==> src/rtl/apb_master_arb_if.sv <==
// APB bus between the two-requester arbiter (master) and one slave.
// The master drives control, address and write data; the slave answers.
interface apb_master_arb_if #(
    parameter int ADDR_W = 8,
    parameter int DATA_W = 16
);
    logic              psel;
    logic              penable;
    logic              pwrite;
    logic [ADDR_W-1:0] paddr;
    logic [DATA_W-1:0] pwdata;
    logic              pready;
    logic [DATA_W-1:0] prdata;

    modport master (
        output psel, penable, pwrite, paddr, pwdata,
        input  pready, prdata
    );

    modport slave (
        input  psel, penable, pwrite, paddr, pwdata,
        output pready, prdata
    );
endinterface

==> src/rtl/apb_master_arb.sv <==
// Two-requester round-robin APB master with a bounded ACCESS wait.
// All bus, done, err and rdata outputs come straight from flops.
module apb_master_arb #(
    parameter int ADDR_W  = 8,
    parameter int DATA_W  = 16,
    parameter int TIMEOUT = 16
) (
    input  logic              pclk,
    input  logic              rst,
    input  logic              req0,
    input  logic              write0,
    input  logic [ADDR_W-1:0] addr0,
    input  logic [DATA_W-1:0] wdata0,
    input  logic              req1,
    input  logic              write1,
    input  logic [ADDR_W-1:0] addr1,
    input  logic [DATA_W-1:0] wdata1,
    output logic              done0,
    output logic              done1,
    output logic              err,
    output logic [DATA_W-1:0] rdata,
    apb_master_arb_if.master  apb
);
    localparam logic [1:0] IDLE   = 2'd0;
    localparam logic [1:0] SETUP  = 2'd1;
    localparam logic [1:0] ACCESS = 2'd2;
    localparam int CW = $clog2(TIMEOUT + 1);

    logic [1:0]        state_q, state_d;
    logic              psel_q, psel_d;
    logic              pen_q, pen_d;
    logic              pwrite_q, pwrite_d;
    logic [ADDR_W-1:0] paddr_q, paddr_d;
    logic [DATA_W-1:0] pwdata_q, pwdata_d;
    logic [DATA_W-1:0] rdata_q, rdata_d;
    logic              done0_q, done0_d;
    logic              done1_q, done1_d;
    logic              err_q, err_d;
    logic [CW-1:0]     cnt_q, cnt_d;
    logic              last_q, last_d;
    logic              gnt_q, gnt_d;
    logic              elig0, elig1, pick1, fin;

    always_comb begin
        state_d  = state_q;
        psel_d   = psel_q;
        pen_d    = pen_q;
        pwrite_d = pwrite_q;
        paddr_d  = paddr_q;
        pwdata_d = pwdata_q;
        rdata_d  = rdata_q;
        cnt_d    = cnt_q;
        last_d   = last_q;
        gnt_d    = gnt_q;
        err_d    = 1'b0;
        fin      = 1'b0;
        // A requester being told "done" this cycle must not win again yet
        elig0 = req0 & ~done0_q;
        elig1 = req1 & ~done1_q;
        pick1 = elig1 & (~elig0 | ~last_q);
        unique case (state_q)
            IDLE: begin
                if (elig0 | elig1) begin
                    gnt_d    = pick1;
                    last_d   = pick1;
                    pwrite_d = pick1 ? write1 : write0;
                    paddr_d  = pick1 ? addr1 : addr0;
                    pwdata_d = pick1 ? wdata1 : wdata0;
                    psel_d   = 1'b1;
                    state_d  = SETUP;
                end
            end
            SETUP: begin
                pen_d   = 1'b1;
                cnt_d   = '0;
                state_d = ACCESS;
            end
            ACCESS: begin
                if (apb.pready) begin
                    fin = 1'b1;
                    if (!pwrite_q) rdata_d = apb.prdata;
                end else if (cnt_q == CW'(TIMEOUT - 1)) begin
                    fin   = 1'b1;
                    err_d = 1'b1;
                end else begin
                    cnt_d = cnt_q + 1'b1;
                end
            end
            default: state_d = IDLE;
        endcase
        if (fin) begin
            state_d = IDLE;
            psel_d  = 1'b0;
            pen_d   = 1'b0;
        end
        done0_d = fin & ~gnt_q;
        done1_d = fin & gnt_q;
    end

    always_ff @(posedge pclk or negedge rst) begin
        if (!rst) begin
            state_q  <= IDLE;
            psel_q   <= 1'b0;
            pen_q    <= 1'b0;
            pwrite_q <= 1'b0;
            paddr_q  <= '0;
            pwdata_q <= '0;
            rdata_q  <= '0;
            done0_q  <= 1'b0;
            done1_q  <= 1'b0;
            err_q    <= 1'b0;
            cnt_q    <= '0;
            last_q   <= 1'b1;
            gnt_q    <= 1'b0;
        end else begin
            state_q  <= state_d;
            psel_q   <= psel_d;
            pen_q    <= pen_d;
            pwrite_q <= pwrite_d;
            paddr_q  <= paddr_d;
            pwdata_q <= pwdata_d;
            rdata_q  <= rdata_d;
            done0_q  <= done0_d;
            done1_q  <= done1_d;
            err_q    <= err_d;
            cnt_q    <= cnt_d;
            last_q   <= last_d;
            gnt_q    <= gnt_d;
        end
    end

    assign apb.psel    = psel_q;
    assign apb.penable = pen_q;
    assign apb.pwrite  = pwrite_q;
    assign apb.paddr   = paddr_q;
    assign apb.pwdata  = pwdata_q;
    assign done0       = done0_q;
    assign done1       = done1_q;
    assign err         = err_q;
    assign rdata       = rdata_q;
endmodule

==> src/flat_wrapper.sv <==
// flat-port wrapper written by rule: the top's interface ports become plain ports
module apb_master_arb_flat 
#(
    parameter int ADDR_W  = 8,
    parameter int DATA_W  = 16,
    parameter int TIMEOUT = 16
)
  (pclk, rst, req0, write0, addr0, wdata0, req1, write1, addr1, wdata1, done0, done1, err, rdata, apb_psel, apb_penable, apb_pwrite, apb_paddr, apb_pwdata, apb_pready, apb_prdata);
  apb_master_arb_if #(.ADDR_W(ADDR_W), .DATA_W(DATA_W)) apb_i ();
  input  logic pclk;
  input  logic rst;
  input  logic req0;
  input  logic write0;
  input  logic [ADDR_W-1:0] addr0;
  input  logic [DATA_W-1:0] wdata0;
  input  logic req1;
  input  logic write1;
  input  logic [ADDR_W-1:0] addr1;
  input  logic [DATA_W-1:0] wdata1;
  output logic done0;
  output logic done1;
  output logic err;
  output logic [DATA_W-1:0] rdata;
  output wire logic [$bits(apb_i.psel)-1:0] apb_psel;
  output wire logic [$bits(apb_i.penable)-1:0] apb_penable;
  output wire logic [$bits(apb_i.pwrite)-1:0] apb_pwrite;
  output wire logic [$bits(apb_i.paddr)-1:0] apb_paddr;
  output wire logic [$bits(apb_i.pwdata)-1:0] apb_pwdata;
  input wire logic [$bits(apb_i.pready)-1:0] apb_pready;
  input wire logic [$bits(apb_i.prdata)-1:0] apb_prdata;
  assign apb_psel = apb_i.psel;
  assign apb_penable = apb_i.penable;
  assign apb_pwrite = apb_i.pwrite;
  assign apb_paddr = apb_i.paddr;
  assign apb_pwdata = apb_i.pwdata;
  assign apb_i.pready = apb_pready;
  assign apb_i.prdata = apb_prdata;
  apb_master_arb #(.ADDR_W(ADDR_W), .DATA_W(DATA_W), .TIMEOUT(TIMEOUT)) u_core (.pclk(pclk), .rst(rst), .req0(req0), .write0(write0), .addr0(addr0), .wdata0(wdata0), .req1(req1), .write1(write1), .addr1(addr1), .wdata1(wdata1), .done0(done0), .done1(done1), .err(err), .rdata(rdata), .apb(apb_i));
endmodule
==> config.mk <==
export PLATFORM = sky130hd
export DESIGN_NAME = apb_master_arb_flat
export DESIGN_NICKNAME = d
export VERILOG_FILES = /design/src/rtl/apb_master_arb_if.sv /design/src/rtl/apb_master_arb.sv /design/src/flat_wrapper.sv
export SDC_FILE = /design/constraint.sdc
export NUM_CORES = 1
export LEC_CHECK = 0
export CORE_MARGIN = 2
export CORE_UTILIZATION = 40
export CTS_CLUSTER_DIAMETER = 150
export CTS_CLUSTER_SIZE = 8
export DETAILED_ROUTE_END_ITERATION = 8
export GPL_ROUTABILITY_DRIVEN = 0
export HOLD_SLACK_MARGIN = 0.1
export PLACE_DENSITY = 0.77
export RECOVER_POWER = 50
export SLEW_MARGIN = 5
export SYNTH_ARGS = -nofsm -noshare
export SYNTH_HDL_FRONTEND = slang
export SYNTH_SLANG_ARGS = --single-unit
==> constraint.sdc <==
create_clock -name pclk -period 2 [get_ports pclk]
set_input_delay 0.4 -clock pclk [delete_from_list [all_inputs] [get_ports pclk]]
set_output_delay 0.4 -clock pclk [all_outputs]
set_load 0.05 [all_outputs]
==> results by stage <==
Status:
- The run finished with clean final reports.

Floorplan:
- The die area is 0.008141 sq mm.
- In this run the count of I/O pins placed on the die edge is 117.
- The placeable core region is 0.007214 sq mm.
- The die span in x is 90.23 um.
- The number of standard-cell rows in the floorplan is 31.
- For this configuration, the core starts out at a cell density of 0.4122.
- The chip height is 90.23 um.

Timing:
- The count of endpoints failing hold in the final timing report is 0.
- Setup repair after global routing left no endpoint under its margin.
- The tightest slew margin relative to the limit is 0.2544.
- The post-layout minimum cycle time is 1924 ps.
- The worst clock skew on the final layout is 3.114 ps.
- For the pin with the worst max-slew slack, the measured transition is 1118 ps.
- The period utilization is 0.9618.
- The number of max-slew violations in the final report was 0.
- Timing would allow up to 519.9 MHz.
- Setup violations remaining at the end of the flow were counted as 0.
- Adding up every negative setup slack in the final design gives 0 ps.

Power and ir drop:
- In this run the power spent charging and discharging nets is 3.336 mW.
- The switching part of the total power is 0.4805.
- The maximum ir drop on the vdd rail is 0.7975 mV.
- The share of total power dissipated in sequential elements is 0.284.
- The static leakage is 1.742 nW.
- The share of total power in combinational logic is 0.623.
- The internal power consumption is 3.607 mW.
- The total power divided by cell area is 1619 mW/mm^2.
- The clock share of power is 0.093.

Drt:
- For this run, design rule violations remaining after detail routing come to 0.
- In this run the remaining antenna-violating nets after routing total 0.
- The final routed wirelength across all metal layers is 7606 um.
- In the final routed layout, each cell accounts on average for 16.46 um.
- After detailed routing, the number of vias per cell comes to 5.442.
- The number of iterations in the first detailed-routing pass is 4.
- The routed layout has 2514 vias.
- For this block, the initial DRC count from the detailed router was 100.

Min path:
- The worst hold-check path type is register to register.

Synth:
- The cell area after synthesis is 0.002974 sq mm.
- The number of instances in the synthesized netlist is 246.
- The sequential share of the synthesized area is 0.4632.
- The average instance in the mapped netlist occupies 12.09 sq um.
- The distinct cell type count of the synthesized netlist is 39.
- The synthesis-stage register bit count is 55.
- The total number of yosys warnings is 0.
- The total nets after synthesis is 319.

Critical path:
- The launching element type of the critical path is a register.
- The required time of the critical path is 1600 ps.
- The kind of end point of the critical path is a primary output.
- The signal on the critical path passes through clkdlybuf4s50_1.
- The standard cell with the maximum stage delay on the critical path is sky130_fd_sc_hd__clkdlybuf4s50_1.
- The buffers plus inverters on the worst setup path is 1.
- Grouping stages by cell kind, the critical path spends the most delay in buffers and inverters.
- The delay of the slowest critical-path stage is 830 ps.
- In this run the worst path has a maximum fanout of 2.
- The start-to-end type of the worst setup path is register to primary output.
- STA puts the critical path data arrival time at 1520 ps.

Global routing:
- The largest net degree at the start of global routing is 30.
- The total congestion overflow is 0.
- The initial antenna violation count is 0.
- The via count of the first global-routing pass came to 2469.
- The wire length of the first global-routing pass is 12050 um.
- The global-route usage over all layers is 0.1798.

Cells and area:
- The area taken by multi-input logic gates is 0.001346 sq mm.
- The sequential cells in the finished layout cover a total of 0.001378 sq mm.
- The layout has 628 filler cells.
- In the final layout, the share of cells above drive strength 1 is 0.1598.
- The net count reported at finish is 435.
- The repair_antennas step left the layout with diodes totalling 0.
- Once layout is complete, the utilization of the core stands at 0.5945.
- From synthesis to final layout, the design area changed by 44.22%.

Clock tree:
- The cell sitting at the root of the clock tree is a sky130_fd_sc_hd__clkbuf_8.
- The clock-pin slew of the registers on the worst-case setup and hold paths is 100 ps.
- In this run, CTS created clock tree buffers numbering 5.
- The H-tree was split into 2 levels.
- For the worst-skew pair, the clock arrives at the later sink with an insertion delay of 310 ps.
- The clock drives 55 sinks.
- TritonCTS built the clock tree.
- The maximum buffer depth of the clock tree is 2.

Placement:
- Once detailed placement completed, the half-perimeter wirelength came to 5590 um.
- The count of port buffers added during placement is 116.

Job:
- Across the run, the number of max-cap violations was 0.
-- through the flow --
step                cell area [sq um]  setup WS [ps]  total power, mW  cells  hold slack, ps
detailed placement               4258          17.97            6.528    452           384.0
finish                           4289          76.40            6.944    462           494.0
global route                     4289          17.44            7.271    462           508.9
CTS                              4373          14.06            7.188    462           498.1
floorplan                        2974          64.75            5.191    246           104.4
global placement                 4258          66.26            6.434    452           378.5
-- cells by family after synthesis --
kind of cell,Yosys count,synth area share
AO/OA/AOI/OAI,91,0.2730
AND/OR/NAND/NOR,51,0.1296
multiplexers,17,0.06395
adder cells (fa/ha/maj),2,0.008413
flip-flops,55,0.4632
buffers and inverters,30,0.06184
-- sequential cells by signal, summed over array words and instances, names as in the netlist --
name / count
u_core.state_q: 2
u_core.rdata: 16
u_core.apb.pwdata: 16
u_core.gnt_q: 1
u_core.apb.paddr: 8
u_core.cnt_q: 5
u_core.done0: 1
u_core.apb.penable: 1
u_core.last_q: 1
u_core.apb.psel: 1
u_core.done1: 1
u_core.err: 1
u_core.apb.pwrite: 1
-- Yosys cell counts --
| cell type | n | area, sq um |
|---|---|---|
| sky130_fd_sc_hd__o21ai_1 | 3 | 15.01 |
| sky130_fd_sc_hd__and3b_1 | 26 | 227.7 |
| sky130_fd_sc_hd__a21o_4 | 1 | 15.01 |
| sky130_fd_sc_hd__a21oi_1 | 3 | 15.01 |
| sky130_fd_sc_hd__buf_2 | 3 | 15.01 |
| sky130_fd_sc_hd__dfrtp_1 | 54 | 1351 |
| sky130_fd_sc_hd__clkbuf_1 | 18 | 67.56 |
| sky130_fd_sc_hd__a311o_1 | 1 | 10.01 |
| sky130_fd_sc_hd__a221oi_1 | 25 | 219.0 |
| sky130_fd_sc_hd__nor4_1 | 2 | 12.51 |
| sky130_fd_sc_hd__a22o_1 | 1 | 8.760 |
| sky130_fd_sc_hd__nor2_1 | 3 | 11.26 |
| sky130_fd_sc_hd__and2_1 | 2 | 12.51 |
| sky130_fd_sc_hd__inv_1 | 3 | 11.26 |
| sky130_fd_sc_hd__dfstp_2 | 1 | 26.28 |
| sky130_fd_sc_hd__or2_1 | 2 | 12.51 |
| sky130_fd_sc_hd__o21ai_0 | 23 | 115.1 |
| sky130_fd_sc_hd__nand2b_4 | 1 | 13.76 |
| sky130_fd_sc_hd__nand3b_1 | 1 | 7.510 |
| sky130_fd_sc_hd__nor3_1 | 1 | 5.000 |
| sky130_fd_sc_hd__nor3b_1 | 1 | 7.510 |
| sky130_fd_sc_hd__and3_1 | 1 | 6.260 |
| sky130_fd_sc_hd__buf_6 | 3 | 33.78 |
| sky130_fd_sc_hd__o2bb2ai_1 | 4 | 35.03 |
| sky130_fd_sc_hd__nand2_1 | 4 | 15.01 |
| sky130_fd_sc_hd__o31ai_1 | 2 | 15.01 |
| sky130_fd_sc_hd__a31oi_1 | 1 | 6.260 |
| sky130_fd_sc_hd__ha_1 | 2 | 25.02 |
| sky130_fd_sc_hd__nor3b_4 | 1 | 18.77 |
| sky130_fd_sc_hd__o311a_1 | 1 | 10.01 |
| sky130_fd_sc_hd__mux2_2 | 16 | 180.2 |
| sky130_fd_sc_hd__buf_12 | 2 | 40.04 |
| sky130_fd_sc_hd__a32o_1 | 1 | 10.01 |
| sky130_fd_sc_hd__nand2b_1 | 4 | 25.02 |
| sky130_fd_sc_hd__mux2i_1 | 1 | 10.01 |
| sky130_fd_sc_hd__a2bb2oi_1 | 6 | 52.55 |
| sky130_fd_sc_hd__a2bb2oi_2 | 19 | 285.3 |
| sky130_fd_sc_hd__nand3_1 | 2 | 10.01 |
| sky130_fd_sc_hd__clkinv_8 | 1 | 16.27 |
-- cell usage in the layout, fill, tap and decap left out, types with 5 or more instances in the layout --
cell                              instances
sky130_fd_sc_hd__a2bb2oi_2                8
sky130_fd_sc_hd__clkbuf_8                 5
sky130_fd_sc_hd__mux2_2                  16
sky130_fd_sc_hd__clkdlybuf4s50_1        112
sky130_fd_sc_hd__buf_4                   14
sky130_fd_sc_hd__o21ai_0                 23
sky130_fd_sc_hd__and3b_1                 26
sky130_fd_sc_hd__a221oi_1                25
sky130_fd_sc_hd__dfrtp_1                 54
sky130_fd_sc_hd__a2bb2oi_1               17
-- area by class of cell --
class	count	area share
flip-flops and latches	55	0.3212
multi-input cells	161	0.3139
repair buffers	135	0.3069
well taps	99	0.02888
clock buffers	5	0.01604
clock inverters	3	0.006709
inverters	4	0.006418
-- what timing repair did --
item	in CTS	in global routing
gates resized for setup	0	3
endpoints found under the setup margin	1	1
cloned	0	0
endpoints found under the hold margin	17	0
setup buffers	1	0
hold buffers	1	0
-- power groups by stage --
stage          registers (mW)  clock network [mW]  logic [mW]
3_5_place_dp             2.01                   0        4.52
4_1_cts                  1.99               0.672        4.53
5_1_grt                  2.03               0.701        4.54
3_3_place_gp             2.00                   0        4.44
2_1_floorplan            3.47                   0        1.72
6_report                 1.97               0.646        4.32
-- per-layer routing --
metal	up-vias	GRT usage	share of wire
met5	-	0	0
met4	0	0.03462	0.0074
met3	6	0.04610	0.066
met2	88	0.3120	0.50
met1	1231	0.2285	0.43
li1	1189	-	-
-- final timing paths --
check / from / end / slack [ps] / depth (start not counted)
max: u_core.apb.paddr[1]$_DFFE_PN0P_ / apb_paddr[1] / 80 / 1
min: u_core.gnt_q$_DFFE_PN0P_ / u_core.done0$_DFF_PN0_ / 490 / 1
max reg2reg: u_core.cnt_q[0]$_DFFE_PN0P_ / u_core.cnt_q[3]$_DFFE_PN0P_ / 100 / 6
min reg2reg: u_core.gnt_q$_DFFE_PN0P_ / u_core.done0$_DFF_PN0_ / 490 / 1
max in group asynchronous: rst / u_core.apb.pwdata[4]$_DFFE_PN0P_ / 420 / 3
min in group asynchronous: rst / u_core.state_q[0]$_DFFE_PN0P_ / 820 / 2
Power figures use the tool's default switching activity.
